## src/rtl/mem_stage_ctrl.sv

```systemverilog
// Memory-stage controller: issues EX/MEM loads/stores on a req/ack data port and fills MEM/WB.
// Optional build macro MEM_MISALIGN_TRAP_EN traps memory ops whose address is not 8-byte aligned.
//
// state  | meaning
// IDLE   | accepting EX/MEM; ALU ops pass to WB, memory ops are captured
// ACCESS | request registers on the memory port, waiting for mem_ack
module mem_stage_ctrl #(
  parameter int DATA_W = 64,
  parameter int REG_W  = 5
) (
  input  logic              clk,
  input  logic              reset,
  input  logic              in_valid,
  input  logic              RegWrite,
  input  logic              MemtoReg,
  input  logic              MemWrite,
  input  logic [DATA_W-1:0] AluOut,
  input  logic [DATA_W-1:0] DataOut,
  input  logic [REG_W-1:0]  Rd_in,
  output logic              stall,
  output logic              mem_req,
  output logic              mem_we,
  output logic [DATA_W-1:0] mem_addr,
  output logic [DATA_W-1:0] mem_wdata,
  input  logic              mem_ack,
  input  logic [DATA_W-1:0] mem_rdata,
  output logic              wb_valid,
  output logic              RegWrite_Out,
  output logic              MemtoReg_Out,
  output logic [DATA_W-1:0] ReadData,
  output logic [DATA_W-1:0] AluResult_Out,
  output logic [REG_W-1:0]  Rd_out,
  output logic              misalign_fault
);

  typedef enum logic {IDLE, ACCESS} state_t;

  state_t state, state_nxt;

  logic              mem_op;
  logic              misalign;
  logic              capture;
  logic              wb_alu_load;
  logic              wb_mem_load;
  logic              wb_trap_load;
  logic              req_we;
  logic              req_regwrite;
  logic              req_memtoreg;
  logic [DATA_W-1:0] req_addr;
  logic [DATA_W-1:0] req_wdata;
  logic [REG_W-1:0]  req_rd;

  assign mem_op = in_valid & (MemtoReg | MemWrite);

`ifdef MEM_MISALIGN_TRAP_EN
  assign misalign = mem_op & (AluOut[2:0] != 3'b000);
`else
  assign misalign = 1'b0;
`endif

  always_ff @(posedge clk or posedge reset) begin
    if (reset) state <= IDLE;
    else       state <= state_nxt;
  end

  always_comb begin
    state_nxt    = state;
    stall        = 1'b0;
    mem_req      = 1'b0;
    capture      = 1'b0;
    wb_alu_load  = 1'b0;
    wb_mem_load  = 1'b0;
    wb_trap_load = 1'b0;
    case (state)
      IDLE: begin
        if (misalign) begin
          wb_trap_load = 1'b1;
        end else if (mem_op) begin
          stall     = 1'b1;
          capture   = 1'b1;
          state_nxt = ACCESS;
        end else if (in_valid) begin
          wb_alu_load = 1'b1;
        end
      end
      ACCESS: begin
        mem_req = 1'b1;
        stall   = ~mem_ack;
        if (mem_ack) begin
          wb_mem_load = 1'b1;
          state_nxt   = IDLE;
        end
      end
      default: state_nxt = IDLE;
    endcase
    // Upstream must not see a stall while the stage is being reset.
    if (reset) stall = 1'b0;
  end

  assign mem_we    = mem_req & req_we;
  assign mem_addr  = req_addr;
  assign mem_wdata = req_wdata;

  always_ff @(posedge clk or posedge reset) begin
    if (reset) begin
      req_we        <= 1'b0;
      req_regwrite  <= 1'b0;
      req_memtoreg  <= 1'b0;
      req_addr      <= '0;
      req_wdata     <= '0;
      req_rd        <= '0;
      wb_valid      <= 1'b0;
      RegWrite_Out  <= 1'b0;
      MemtoReg_Out  <= 1'b0;
      ReadData      <= '0;
      AluResult_Out <= '0;
      Rd_out        <= '0;
    end else begin
      if (capture) begin
        req_we       <= MemWrite;
        req_regwrite <= RegWrite;
        req_memtoreg <= MemtoReg;
        req_addr     <= AluOut;
        req_wdata    <= DataOut;
        req_rd       <= Rd_in;
      end
      wb_valid <= wb_alu_load | wb_mem_load | wb_trap_load;
      if (wb_alu_load | wb_trap_load) begin
        RegWrite_Out  <= RegWrite & ~wb_trap_load;
        MemtoReg_Out  <= MemtoReg;
        AluResult_Out <= AluOut;
        Rd_out        <= Rd_in;
      end
      if (wb_mem_load) begin
        RegWrite_Out  <= req_regwrite;
        MemtoReg_Out  <= req_memtoreg;
        AluResult_Out <= req_addr;
        Rd_out        <= req_rd;
        // A combined MemtoReg+MemWrite op is a store, so it leaves ReadData alone.
        if (req_memtoreg & ~req_we) ReadData <= mem_rdata;
      end
    end
  end

`ifdef MEM_MISALIGN_TRAP_EN
  always_ff @(posedge clk or posedge reset) begin
    if (reset) misalign_fault <= 1'b0;
    else       misalign_fault <= wb_trap_load;
  end
`else
  assign misalign_fault = 1'b0;
`endif

endmodule

```

## config.mk

```make
export PLATFORM = sky130hd
export DESIGN_NAME = mem_stage_ctrl
export DESIGN_NICKNAME = d
export VERILOG_FILES = /design/src/rtl/mem_stage_ctrl.sv
export SDC_FILE = /design/constraint.sdc
export NUM_CORES = 1
export LEC_CHECK = 0
export CORE_AREA = 3 3 181 183
export DETAILED_ROUTE_END_ITERATION = 10
export DIE_AREA = 0 0 184 186
export GPL_TIMING_DRIVEN = 1
export PLACE_DENSITY = 0.77
export REMOVE_ABC_BUFFERS = 1
export SETUP_SLACK_MARGIN = 0.05
export SYNTH_ARGS = -nofsm -noshare
export SYNTH_HDL_FRONTEND = slang
export SYNTH_SLANG_ARGS = --single-unit
```

## constraint.sdc

```tcl
create_clock -name clk -period 11.1 [get_ports clk]
set_input_delay 1.11 -clock clk [delete_from_list [all_inputs] [get_ports clk]]
set_output_delay 1.11 -clock clk [all_outputs]
set_load 0.005 [all_outputs]
```

==> out/qor.yml, run 1 <==
floorplanning:
  die_area_um2: 34200
  rows: 65
  die_h_um: 186
  io_pins: 472
  dieWidth_um: 184
  core_area_um2: 31400
  floorplan.initialDensity: 0.359
sta:
  finalHoldViolCount: 0
  tightest_slew_ns: 1.06
  setup_viol: 0
  tns_ns: 0
  fin_crit_ns: 4.12
  maxSlewViolCount: 0
  slew_headroom: 0.292
  finalCritPeriodShare: 0.372
  rsz0062_at_grt: "false"
  fin_skew_ns: 0.0106
  fmax_ghz: 0.242
critical_path:
  worst-r2r-cell-count: 4
  rrSetupSlack_ns: 7.71
  crit_start: "in_valid"
  crit_type: "input port to primary output"
  cp-endpoint: "stall"
  startpoint_type: "input port"
  cp_data_required_time_ns: 9.99
  crit_path_end_kind: "primary output"
  cp_data_arrival_time_ns: 3.01
  r2r-start: "state"
  r2r_end: "mem_wdata[54]"
  crit_fanout: 7
placed_design:
  dp_hpwl_um: 21800
  routabilityCongestion: 0.766
  placedCellCount: 1510
  portBuffers: 470
clock_tree:
  cts_max_path_buffers: 3
  ctsHoldBuffers: 0
  numCtsBuffers: 31
  cts_setup_buffers: 0
  ctsResizeCount: 0
  clock_latency_ns: 0.55
  cts.clk_slew.worst_paths_ns: 0.06
  cts_tree: "built"
  cts_root_buffer: "clkbuf_16"
  cts.sinks: 273
  h-tree-depth: 1
pwr:
  pwr_density_cell_nw_per_um2: 225
  p_leak_nw: 7.28
  ir_worst_vdd_v: 0.000136
layout:
  syn2layout_area_growth_pct: 54.0
  n_fill_cell: 2565
  final_nets: 1345
  insertedDiodeCount: 0
  drive_gt1_frac: 0.343
  fin_cells: 1564
synth:
  synth-seq-cells: 273
  syn_area_per_cell_um2: 16.8
  synth_largest_area_cell: "dfrtp_1"
  ys_seq_area_frac: 0.607
  syn-instance-count: 669
  async_reset_ff_frac: 1.00
  yosysMostFrequentCell: "mux2_2"
  ys_warn_count: 0
  syn_area_um2: 11300
  synth.area.top_cells: "dfrtp_1 (61%), mux2_2 (28%), mux2_4 (8.0%)"
  synth_cell_types: 21
  synth_common_cells: "mux2_2 (278), dfrtp_1 (273), mux2_4 (60), buf_2 (25), buf_8 (6)"
  synth_top_area_frac: 0.607
  synth_edf_count: 0
  synth_ff_type: "dfrtp_1"
drt:
  wl_um: 31000
  vias_per_cell: 4.72
  vias: 7385
  drc: 0
  first_pass_iters: 4
  drt_iter0_drc: 216
  drtAntennaViolNets: 0
  route.detailed.wl_per_inst_um: 19.8
outcome:
  status: "complete, no violations"
global_route:
  grt_use_total: 0.168
  grt_antenna_before_repair: 0
  grt_overflow: 0
  grt_first_pass_wirelength_um: 45700
  grt_pass1_vias: 7613
  grt_max_degree: 121
worst_hold_path:
  holdCritPathClass: "register to register"
job:
  max_cap_viol_count: 0
registers in the layout (all words and copies together), names as in the netlist, 5 cells and up:
name           flops
ReadData          64
req_rd             5
Rd_out             5
mem_addr          64
AluResult_Out     64
mem_wdata         64
final cells by class:
type                    count  area (um2)  area share
inverters                   2        15.0    0.000866
flip-flops and latches    273        6830       0.394
well taps                 402         503      0.0290
multi-input cells         356        4160       0.240
clock inverters            10         158     0.00909
clock buffers              44         915      0.0527
repair buffers            477        4760       0.274
through the flow:
stage	area, um2	total power [mW]	hold WS, ns	setup slack (ns)	util
3_5_place_dp	16300	2.86	0.491	6.64	0.518
5_1_grt	17300	4.09	0.511	6.92	0.552
6_report	17300	3.90	0.502	6.98	0.552
2_1_floorplan	11000	1.98	0.471	2.47	-
4_1_cts	17300	3.95	0.505	7.00	0.552
3_3_place_gp	16300	2.82	0.486	6.72	0.518
worst max-delay path, cell delays in order:
cell	delay, ns
clkdlybuf4s50_1	0.45
nor2b_1	0.47
o21ai_0	0.25
a21oi_1	0.20
clkdlybuf4s50_1	0.53
kinds of logic (layout without fill, tap and decap cells):
family          after synthesis  in the layout  share of synthesized area
mux                         338            338                      0.358
flops                       273            273                      0.607
buf+inv                      40            533                     0.0244
simple gates                 11             11                    0.00578
compound gates                6              6                    0.00467
other cells                   1              1                   0.000333
cell usage in the layout, fill, tap and decap left out, drive strengths merged:
cell type,count
inv,3
mux2,338
nand2b,1
clkbuf,44
nor2,1
clkdlybuf4s50,470
nand2,4
clkinv,5
nand3b,1
bufinv,4
and2,2
conb,1
o21ai,1
nor2b,2
dfrtp,273
a22o,3
buf,7
a21oi,2
worst min-delay path by stage:
stage	from	endpoint	slack (ns)	cells past startpoint
after floorplan	req_we	req_we	0.47	1
after global placement	ReadData[14]	ReadData[14]	0.49	1
after detailed placement	req_rd[2]	req_rd[2]	0.49	1
after CTS	ReadData[30]	ReadData[30]	0.51	1
after global routing	ReadData[14]	ReadData[14]	0.51	1
final	ReadData[10]	ReadData[10]	0.50	1
routing by layer:
metal	up-vias	GRT usage	share of wire
li1	3330	-	-
met1	3752	0.208	0.39
met2	247	0.290	0.51
met3	56	0.0481	0.074
met4	0	0.0457	0.028
met5	-	0	0
report_power, final:
group          switching (mW)  total [mW]  internal, mW
combinational           0.398        1.32         0.922
sequential              0.187        1.51          1.33
clock                   0.408        1.07         0.660
total                   0.993        3.90          2.91
Power figures use the tool's default switching activity.
==> run 2, diff against run 1 <==
CORE_AREA = 3 3 185 187   (was 3 3 181 183)
DIE_AREA = 0 0 188 190   (was 0 0 184 186)
clock period = 3.53 ns   (was 11.1 ns; I/O delays follow)
==> out/qor.yml, run 2 (synthesized netlist as in run 1, its figures left out) <==
job:
  max_cap_viol_count: 0  # unchanged
drt:
  drtAntennaViolNets: 0  # unchanged
  wl_um: 31600  # +1.9%
  drc: 0  # unchanged
  route.detailed.wl_per_inst_um: 19.7  # -0.50%
  drt_iter0_drc: 218  # +0.93%
  vias: 7351  # -0.46%
  vias_per_cell: 4.59  # -2.8%
  first_pass_iters: 4  # unchanged
pwr:
  p_leak_nw: 7.28  # about the same
  pwr_density_cell_nw_per_um2: 689  # +210%
  p_total_mw: 12.0  # +210%
  ir_worst_vdd_v: 0.000498  # +270%
floorplanning:
  rows: 66  # +1.5%
  floorplan.initialDensity: 0.345  # -0.0135
  core_area_um2: 32600  # +3.9%
  die_h_um: 190  # +2.2%
  die_area_um2: 35700  # +4.4%
  io_pins: 472  # unchanged
  dieWidth_um: 188  # +2.2%
sta:
  tns_ns: 0  # unchanged
  maxSlewViolCount: 0  # unchanged
  slew_headroom: 0.568  # +0.276
  setup_viol: 0  # unchanged
  layout_setup_ws_ns: 0.794  # -6.18 ns
  fin_skew_ns: 0.00860  # -0.00201 ns
  finalHoldViolCount: 0  # unchanged
  finalCritPeriodShare: 0.775
  fin_crit_ns: 2.74
  tightest_slew_ns: 0.648  # -0.414 ns
  fmax_ghz: 0.365
  rsz0062_at_grt: "false"
layout:
  finalInstanceArea_um2: 17400  # +0.39%
  final_cell_mix: "clkdlybuf4s50_1 (470), mux2_2 (278), dfrtp_1 (273), mux2_4 (60), clkbuf_16 (31)"
  syn2layout_area_growth_pct: 54.6
  drive_gt1_frac: 0.341  # -0.00199
  n_fill_cell: 2692  # +5.0%
  final_nets: 1347  # +0.15%
  layout.cells.most_common: "clkdlybuf4s50_1"
  multiInputGateArea_um2: 4160  # unchanged
  register_area_um2: 6830  # unchanged
  insertedDiodeCount: 0  # unchanged
critical_path:
  rrSetupSlack_ns: 1.20  # -6.51 ns
  worst-r2r-cell-count: 4  # unchanged
  crit_path_end_kind: "primary output"
  startpoint_type: "register"
  cp_data_required_time_ns: 3.18  # -6.81 ns
  crit_type: "register to primary output"
  cp_data_arrival_time_ns: 2.38  # -0.63 ns
  crit_fanout: 7  # unchanged
placed_design:
  portBuffers: 470  # unchanged
  dp_slack_ns: 0.840  # -5.79 ns
  routabilityCongestion: 0.774  # +1.1%
  placed_area_um2: 16500  # +1.1%
  dp_hpwl_um: 23000  # +5.2%
clock_tree:
  cts_setup_buffers: 0  # unchanged
  numCtsBuffers: 30  # -3.2%
  cts.clk_slew.worst_paths_ns: 0.06  # about the same
  clock_latency_ns: 0.55  # about the same
  h-tree-depth: 1  # unchanged
  cts_tree: "built"
  cts_max_path_buffers: 3  # unchanged
  cts_root_buffer: "clkbuf_16"
  ctsHoldBuffers: 0  # unchanged
  cts.sinks: 273  # unchanged
  ctsResizeCount: 0  # unchanged
global_route:
  grt_overflow: 0  # unchanged
  grt_antenna_before_repair: 0  # unchanged
  grt_use_total: 0.171  # +0.00305
  grt_max_degree: 84  # -31%
  grt_first_pass_wirelength_um: 48700  # +6.6%
  grt_pass1_vias: 8159  # +7.2%
worst_hold_path:
  holdCritPathClass: "input port to async pin"
outcome:
  status: "complete, no violations"
==> run 2: per-layer routing <==
layer	part of all wire	track usage
met2	0.52	0.306
met5	0	0
met4	0.031	0.0519
met3	0.066	0.0470
met1	0.38	0.201
==> run 2: cell type report <==
| cell class | count | area share |
|---|---|---|
| Timing Repair Buffer | 480 | 0.281 |
| Clock buffer | 44 | 0.0520 |
| Clock inverter | 5 | 0.00288 |
| Sequential cell | 273 | 0.392 |
| Tap cell | 442 | 0.0318 |
| Multi-Input combinational cell | 356 | 0.239 |
| Inverter | 2 | 0.000863 |
==> run 2: final timing paths <==
| check | startpoint | to |
|---|---|---|
| hold / removal | reset | state |
| min in group clk | DataOut[56] | mem_wdata[56] |
| hold reg to reg | ReadData[24] | ReadData[24] |
| setup reg to reg | state | mem_wdata[48] |
| max in group asynchronous | reset | mem_addr[38] |
| setup / recovery | state | stall |
==> run 2: worst max-delay path, stage by stage (launching register included) <==
cell             delay [ns]
dfrtp_1                0.44
nor2b_1                0.47
o21ai_0                0.22
a21oi_1                0.18
clkdlybuf4s50_1        0.53
==> run 2: per-stage QoR <==
stage,hold WS (ns),util,cells
final,0.338,0.534,1602
after global routing,0.372,0.534,1602
after CTS,0.342,0.534,1602
after detailed placement,0.491,0.504,1553
after global placement,0.486,0.504,1553
after floorplan,0.471,-,631
==> run 2: power by group <==
group / switching, mW / internal (mW) / total (mW)
logic: 1.26 / 2.92 / 4.17
clock network: 1.23 / 1.82 / 3.05
registers: 0.597 / 4.17 / 4.77
total: 3.08 / 8.90 / 12.0
